`config.mk`:
```
export PLATFORM = sky130hd
export DESIGN_NAME = bcm_frame_reader_flat
export DESIGN_NICKNAME = d
export VERILOG_FILES = /design/src/rtl/bcm_frame_reader_if.sv /design/src/rtl/bcm_frame_reader.sv /design/src/flat_wrapper.sv
export SDC_FILE = /design/constraint.sdc
export NUM_CORES = 1
export LEC_CHECK = 0
export CORE_UTILIZATION = 42
export CTS_CLUSTER_SIZE = 20
export DETAILED_ROUTE_END_ITERATION = 8
export HOLD_SLACK_MARGIN = 0.02
export PLACE_DENSITY_LB_ADDON = 0.12
export SYNTH_ARGS = -nofsm -noshare
export SYNTH_HDL_FRONTEND = slang
export SYNTH_SLANG_ARGS = --single-unit
```
`constraint.sdc`:
```
create_clock -name clk -period 4.95 [get_ports clk]
set_input_delay 0.99 -clock clk [delete_from_list [all_inputs] [get_ports clk]]
set_output_delay 0.99 -clock clk [all_outputs]
set_load 0.03 [all_outputs]
```
`src/rtl/bcm_frame_reader_if.sv`:
```
// Bus bundle between the BCM frame reader and the brightness memory / host side.
// The master side drives enable, the write pointer and the memory read data.
// The slave side (the reader) returns the read pointer, the LED drive, the done pulse and the empty flag.
interface bcm_frame_reader_if;
  logic       enable;
  logic [6:0] wr_addr;
  logic [7:0] rd_data;
  logic [6:0] rd_addr;
  logic       bcm_out;
  logic       sample_done;
  logic       empty;

  modport master (
    output enable, wr_addr, rd_data,
    input  rd_addr, bcm_out, sample_done, empty
  );

  modport slave (
    input  enable, wr_addr, rd_data,
    output rd_addr, bcm_out, sample_done, empty
  );
endinterface

```
`src/rtl/bcm_frame_reader.sv`:
```
// BCM frame reader: pulls 8-bit brightness samples from a synchronous-read memory
// and plays each one out as binary-code modulation. Bit-plane k is shown for
// (2^k)*UNIT_CYCLES clocks, so a whole sample lasts 255*UNIT_CYCLES clocks.
module bcm_frame_reader #(
  parameter int UNIT_CYCLES = 4
) (
  input  logic            clk,
  input  logic            rst,
  bcm_frame_reader_if.slave bus
);

  // The longest plane (plane 7) lasts 128*UNIT_CYCLES clocks; the counter must reach that minus one.
  localparam int SLOT_W = $clog2(128 * UNIT_CYCLES);

  typedef enum logic [1:0] {
    IDLE,
    FETCH,
    LOAD,
    PLANE
  } state_e;

  state_e            state_q, state_d;
  logic              ready_q, ready_d;
  logic [6:0]        rd_addr_q, rd_addr_d;
  logic [7:0]        value_q, value_d;
  logic [2:0]        plane_q, plane_d;
  logic [SLOT_W-1:0] slot_q, slot_d;
  logic              bcm_out_q, bcm_out_d;

  logic [SLOT_W:0]   plane_len;
  logic [SLOT_W:0]   plane_len_m1;
  logic              plane_last;
  logic              sample_end;
  logic              empty;

  // State and datapath registers; reset clears everything and aborts any sample in flight.
  always_ff @(posedge clk or posedge rst) begin
    if (rst) begin
      state_q   <= IDLE;
      ready_q   <= 1'b0;
      rd_addr_q <= '0;
      value_q   <= '0;
      plane_q   <= '0;
      slot_q    <= '0;
      bcm_out_q <= 1'b0;
    end else begin
      state_q   <= state_d;
      ready_q   <= ready_d;
      rd_addr_q <= rd_addr_d;
      value_q   <= value_d;
      plane_q   <= plane_d;
      slot_q    <= slot_d;
      bcm_out_q <= bcm_out_d;
    end
  end

  // Plane length bookkeeping: flags the final clock of the current plane and of the whole sample.
  always_comb begin
    plane_len    = (SLOT_W + 1)'(UNIT_CYCLES) << plane_q;
    plane_len_m1 = plane_len - (SLOT_W + 1)'(1);
    plane_last   = ({1'b0, slot_q} == plane_len_m1);
    sample_end   = (state_q == PLANE) && (plane_q == 3'd7) && plane_last;
    empty        = (rd_addr_q == bus.wr_addr);
  end

  // Next-state and datapath update; ready_q holds off the first start for one clock after reset.
  always_comb begin
    state_d   = state_q;
    ready_d   = 1'b1;
    rd_addr_d = rd_addr_q;
    value_d   = value_q;
    plane_d   = plane_q;
    slot_d    = slot_q;

    case (state_q)
      IDLE: begin
        if (ready_q && bus.enable && !empty) begin
          state_d = FETCH;
        end
      end
      FETCH: begin
        state_d = LOAD;
      end
      LOAD: begin
        value_d = bus.rd_data;
        plane_d = 3'd0;
        slot_d  = '0;
        state_d = PLANE;
      end
      PLANE: begin
        if (plane_last) begin
          slot_d = '0;
          if (plane_q == 3'd7) begin
            plane_d   = 3'd0;
            rd_addr_d = rd_addr_q + 7'd1;
            state_d   = IDLE;
          end else begin
            plane_d = plane_q + 3'd1;
          end
        end else begin
          slot_d = slot_q + SLOT_W'(1);
        end
      end
      default: begin
        state_d = IDLE;
      end
    endcase

    bcm_out_d = (state_d == PLANE) ? value_d[plane_d] : 1'b0;
  end

  // Outputs: the LED drive comes straight from its flop, the rest from state and pointers.
  always_comb begin
    bus.rd_addr     = rd_addr_q;
    bus.bcm_out     = bcm_out_q;
    bus.sample_done = sample_end;
    bus.empty       = empty;
  end

endmodule

```
`src/flat_wrapper.sv`:
```
// flat-port wrapper written by rule: the top's interface ports become plain ports
module bcm_frame_reader_flat 
#(
  parameter int UNIT_CYCLES = 4
)
  (clk, rst, bus_enable, bus_wr_addr, bus_rd_data, bus_rd_addr, bus_bcm_out, bus_sample_done, bus_empty);
  bcm_frame_reader_if bus_i ();
  input  logic clk;
  input  logic rst;
  input wire logic [$bits(bus_i.enable)-1:0] bus_enable;
  input wire logic [$bits(bus_i.wr_addr)-1:0] bus_wr_addr;
  input wire logic [$bits(bus_i.rd_data)-1:0] bus_rd_data;
  output wire logic [$bits(bus_i.rd_addr)-1:0] bus_rd_addr;
  output wire logic [$bits(bus_i.bcm_out)-1:0] bus_bcm_out;
  output wire logic [$bits(bus_i.sample_done)-1:0] bus_sample_done;
  output wire logic [$bits(bus_i.empty)-1:0] bus_empty;
  assign bus_i.enable = bus_enable;
  assign bus_i.wr_addr = bus_wr_addr;
  assign bus_i.rd_data = bus_rd_data;
  assign bus_rd_addr = bus_i.rd_addr;
  assign bus_bcm_out = bus_i.bcm_out;
  assign bus_sample_done = bus_i.sample_done;
  assign bus_empty = bus_i.empty;
  bcm_frame_reader #(.UNIT_CYCLES(UNIT_CYCLES)) u_core (.clk(clk), .rst(rst), .bus(bus_i));
endmodule
```
# Word-level counts from Yosys, hierarchy flattened
# Cells that the tools add are included.
[classes]
add_sub_neg = 4
n_mul = 0
div_mod_pow = 0
order_cmp = 1
eq_ne = 7
n_shift = 1
n_mux = 13
bitwise_logic = 0
reduce_logical = 8
[ops]
columns = ["op", "n"]
rows = [
  ["case mux 9 bit (2 select lines)", 1],
  ["equality test 9 x 10 -> 1 bit", 1],
  ["<< shifter 3 x 3 -> 10 bit, first input constant", 1],
  ["subtractor 10 x 1 -> 10 bit, second input constant", 1],
  ["adder 9 x 1 -> 9 bit, second input constant", 1],
  ["two-way mux 9 bit", 1],
  ["two-way mux 8 bit", 1],
  ["case mux 2 bit (4 select lines)", 1],
  ["adder 7 x 1 -> 7 bit, second input constant", 1],
  ["equality test 7 bit", 1],
  ["equality test 2 bit, second input constant", 3],
  ["two-way mux 2 bit", 3],
  ["two-way mux 3 bit", 2],
  ["case mux 3 bit (2 select lines)", 1],
  ["logical AND 1 bit", 4],
  ["less-than comparator 3 x 4 -> 1 bit, second input constant", 1],
  ["adder 3 x 1 -> 3 bit, second input constant", 1],
  ["binary-select mux 1 bit (select 3 bit)", 1],
  ["equality test 3 bit, second input constant", 1],
  ["AND reduction 3 bit", 1],
  ["equality test 2 x 1 -> 1 bit, second input constant", 1],
  ["zero test 2 bit", 1],
  ["two-way mux 1 bit", 2],
  ["nonzero test 2 bit", 1],
  ["zero test 1 bit", 1],
]
[word_totals]
regBits = 31
latch_bits = 0
ramBits = 0
mem_bits_ro = 0
in_bits = 18
memories = 0

# Longest topological paths before layout
[depth]
depth_word = 8
ltp_mapped = 16

# Least setup slack after synthesis
# No wires, ideal clock.
[synth_timing]
path_type = "reg-to-output"
from = "reg u_core.plane_q[2]"
to = "out bus_sample_done"
arrival_time_ns = 2.835
required_ns = 3.960
slack_ns = 1.125
path_stages_with_launch = 10
path_buffers = 2
path_cell_list = "dfrtp_1 > clkbuf_1 > inv_1 > ha_1 > buf_6 > xor2_2 > or3_4 > a2111oi_4 > nand4_4 > nor3_2"
[synth_between]
elab_chain_cells = 4
[synth_rtl]
columns = ["item", "line_no", "source"]
rows = [
  ["from (decl)", "bcm_frame_reader.sv:26", "logic [2:0] plane_q, plane_d;"],
  ["from (signal assigned)", "bcm_frame_reader.sv:51", "plane_q <= plane_d;"],
  ["<< shifter 3 x 3 -> 10 bit", "bcm_frame_reader.sv:59", "plane_len = (SLOT_W + 1)'(UNIT_CYCLES) << plane_q;"],
  ["subtractor 10 x 1 -> 10 bit", "bcm_frame_reader.sv:60", "plane_len_m1 = plane_len - (SLOT_W + 1)'(1);"],
  ["equality test 9 x 10 -> 1 bit", "bcm_frame_reader.sv:61", "plane_last = ({1'b0, slot_q} == plane_len_m1);"],
  ["logical AND 1 bit *", "bcm_frame_reader.sv:62", "sample_end = (state_q == PLANE) && (plane_q == 3'd7) && plane_last;"],
  ["to (decl)", "flat_wrapper.sv:15", "output wire logic [$bits(bus_i.sample_done)-1:0] bus_sample_done;"],
]
# Mark *: on every way between the ends. The rest lies on a longest branch, timed or not.

# Worst setup path in the final report
[layout_timing]
from = "reg u_core.plane_q[0]"
to = "out bus_sample_done"
# The elaborated chain is that of the path after synthesis.

==> metrics <==
outcome completed; gr usage total 0.1755; data required time of the worst path 3.96 ns; max-cap check violation count 0; cell count after placement 264; number of DRC violations after detailed routing 0; Chip Width 70.11 µm; type of the setup path with the least slack reg2out; clock share of power 0.398; net count reported at finish 246; achievable frequency 228.8 MHz; normalized max-slew margin 0.5646; most instantiated cells after synthesis sky130_fd_sc_hd__dfrtp_1, sky130_fd_sc_hd__nand2_1, sky130_fd_sc_hd__o21ai_0; worst-case register-to-register setup slack 0.88 ns; initial antenna violation count 0; Final Max Tran Viols 0; Post-Place Worst Slack 0.3968 ns; count of buffers added by post-CTS timing repair for setup 0; WL/cell 14.44 µm; area of the multi-input gates 1101 µm²; post-route fraction of the period consumed by the critical path 0.8830; capturing instance or port of the critical path bus_sample_done; Highest Signal Layer met4; Power Density 205.1 nW/µm²; fraction of the core area covered by cells at the end of the flow 0.5295; setup repair after global routing missed its margin false; number of cells on the worst reg-to-reg path 13; initial core utilization 0.4413; number of DRC markers in iteration 0 86; Congestion Overflow GR 0; routed length on met2 1.901 mm; Detail Route Antenna Nets 0; leak pwr 1.021 nW; Non-Filler Instances 272; I/O Buffers 27; number of clock sinks seen by CTS 31; first-pass iteration count of the detailed router 6; Internal Power 0.3743 mW; endpoint of the worst register-to-register path u_core.bus.bcm_out; count of state elements after synthesis 31; ranking of synthesized cells by area sky130_fd_sc_hd__dfrtp_1, sky130_fd_sc_hd__xnor2_1, sky130_fd_sc_hd__ha_1, sky130_fd_sc_hd__mux2_2, sky130_fd_sc_hd__xor2_1; number of antenna repair diodes 0; met3 WL 163 µm; Reg area 775.7 µm²; core area 4414 µm²; share of the synthesized area in the top cell type 0.3982; commonest register cell after synthesis sky130_fd_sc_hd__dfrtp_1; sequential power share 0.539; via count of the routed design 1486; wire length after detailed routing 3.928 mm; cts bufs inserted 5; Max Root-Sink Buffers 2; Area growth, synth to finish 19.97%; path class of the lowest-slack min-delay path reg2reg; post-DP HPWL 2.897 mm; least setup slack across all paths after layout 0.5793 ns; Gate Count Post-Synth 191; warning count from the yosys run 0; vias per std cell 5.463; fraction of power spent switching nets 0.2193; total negative slack 0 ns; combinational share of power 0.063; CTS Hold Bufs 0; Die Ht 70.11 µm; maximum clock skew at final layout 0.003843 ns; wire length of the first global-routing pass 6.748 mm; clock latency of the later-clocked register in the worst-skew pair 0.28 ns; final hold violations 0; Max rail drop VDD 0.1501 mV; Clock Root Buffer sky130_fd_sc_hd__clkbuf_8; clock transition time at the flip-flop clock pins of the worst setup and hold paths 0.06 ns; Die ar. 4915 µm²; Core Rows 24; slew at the pin with the worst max-slew slack 0.6507 ns; synthesized net count 218; category of the worst setup path launch point flip-flop; Final setup viols 0; cell taking the most area after synthesis sky130_fd_sc_hd__dfrtp_1; Unique masters post-synth 44; Metal-1 WL 1.822 mm; top-count cell post-synth sky130_fd_sc_hd__dfrtp_1; via count of the first global-routing pass 1421; sequential fraction of the synthesis area 0.3982; capturing element type of the critical path output port; H-tree lvl count 2; reported net switching power 0.1052 mW; number of top-level pins 28; filler cell count in the final layout 411; shortest clock period the worst path allows after layout 4.371 ns; launch point of the worst path u_core.plane_q[0]; Mean Syn Cell Area 10.20 µm²; worst reg2reg startpoint u_core.plane_q[0]; TritonCTS clock tree done; global placer's final weighted congestion 0.8125; worst-path maximum fanout 9; share of synthesized flip-flops with an asynchronous set or reset 1.000; post-synthesis instance area 1948 µm²; arrival time worst endpoint 3.38 ns; largest net degree at the start of global routing 32; fraction of final layout cells with drive strength greater than 1 0.1136; count of flip-flops with a built-in enable after synthesis 0; Overall Power 0.4794 mW
==> registers in the layout (all words and copies together), names as in the netlist <==
signal / count
u_core.plane_q: 3
u_core.bus.rd_addr: 7
u_core.slot_q: 9
u_core.state_q: 2
u_core.ready_q: 1
u_core.value_q: 8
u_core.bus.bcm_out: 1
==> how the worst min path moves through the flow <==
stage	from	slack, ns	depth (start not counted)	to
after global placement	u_core.value_q[1]	0.48	1	u_core.value_q[1]
after floorplan	u_core.slot_q[0]	0.47	1	u_core.slot_q[0]
final	u_core.value_q[7]	0.50	1	u_core.value_q[7]
after global routing	u_core.value_q[6]	0.52	1	u_core.value_q[6]
after detailed placement	u_core.value_q[7]	0.49	1	u_core.value_q[7]
after CTS	u_core.value_q[7]	0.50	1	u_core.value_q[7]
==> cell families (layout without fill, tap and decap cells) <==
family                     count (synthesis)  count (layout)  synth area share
and+or+nand+nor                           69              69            0.2023
DFF                                       31              31            0.3982
AOI/OAI and AO/OA                         29              29            0.1163
xor gates and xnor gates                  24              24            0.1156
buffers and inverters                     16              45           0.03982
muxes                                     12              12           0.06808
adders and majority gates                  9               9           0.05780
other                                      1               1          0.001925
==> cell usage in the layout (no fill, tap or decap), drive strengths merged, types with 3 or more instances in the layout <==
cell           count
and3               5
mux2              10
nand4              4
a21oi              3
clkbuf             7
o21ai             14
nor4               3
nand2             17
xor2              10
dfrtp             31
xnor2             14
nor2              11
clkdlybuf4s50     26
ha                 9
inv                9
nor3               7
nand3              8
==> timing repair <==
item / 4_1_cts / 5_1_grt
setup endpoints to repair: 0 / 1
endpoints found under the hold margin: 0 / 0
resized for setup: 0 / 2
==> worst max-delay path, stage by stage (launching register included) <==
cell and delay, ns:
sky130_fd_sc_hd__dfrtp_1 0.43, sky130_fd_sc_hd__inv_1 0.11, sky130_fd_sc_hd__ha_1 0.30, sky130_fd_sc_hd__nand2b_1 0.15, sky130_fd_sc_hd__ha_1 0.26, sky130_fd_sc_hd__or4b_1 0.46
sky130_fd_sc_hd__a32oi_1 0.26, sky130_fd_sc_hd__xnor2_1 0.22, sky130_fd_sc_hd__nand4_4 0.22, sky130_fd_sc_hd__nor3_4 0.34, sky130_fd_sc_hd__dlymetal6s2s_1 0.34
==> final cells by class <==
type / count / area share
Multi-Input combinational cell: 144 / 0.4711
Sequential cell: 31 / 0.3319
Timing Repair Buffer: 28 / 0.1199
Clock buffer: 7 / 0.03266
Tap cell: 52 / 0.02784
Inverter: 9 / 0.01445
Clock inverter: 1 / 0.002141
==> metal layers <==
layer | global-route usage | up-vias
li1 | - | 731
met1 | 0.2282 | 721
met2 | 0.2799 | 30
met3 | 0.04906 | 4
met4 | 0.06222 | 0
met5 | 0 | -
==> power groups by stage <==
| stage | combinational [mW] | sequential, mW | clock [mW] |
|---|---|---|---|
| 2_1_floorplan | 0.0118 | 0.264 | 0 |
| 3_3_place_gp | 0.0301 | 0.263 | 0 |
| 3_5_place_dp | 0.0309 | 0.263 | 0 |
| 4_1_cts | 0.0310 | 0.259 | 0.196 |
| 5_1_grt | 0.0334 | 0.259 | 0.207 |
| 6_report | 0.0302 | 0.259 | 0.191 |
==> through the flow <==
step                hold WS (ns)  instance area, µm²
finish                    0.4993                2337
floorplan                 0.4716                1948
global placement          0.4847                2247
global route              0.5164                2337
detailed placement        0.4901                2247
CTS                       0.5046                2328
Power figures use the tool's default switching activity.
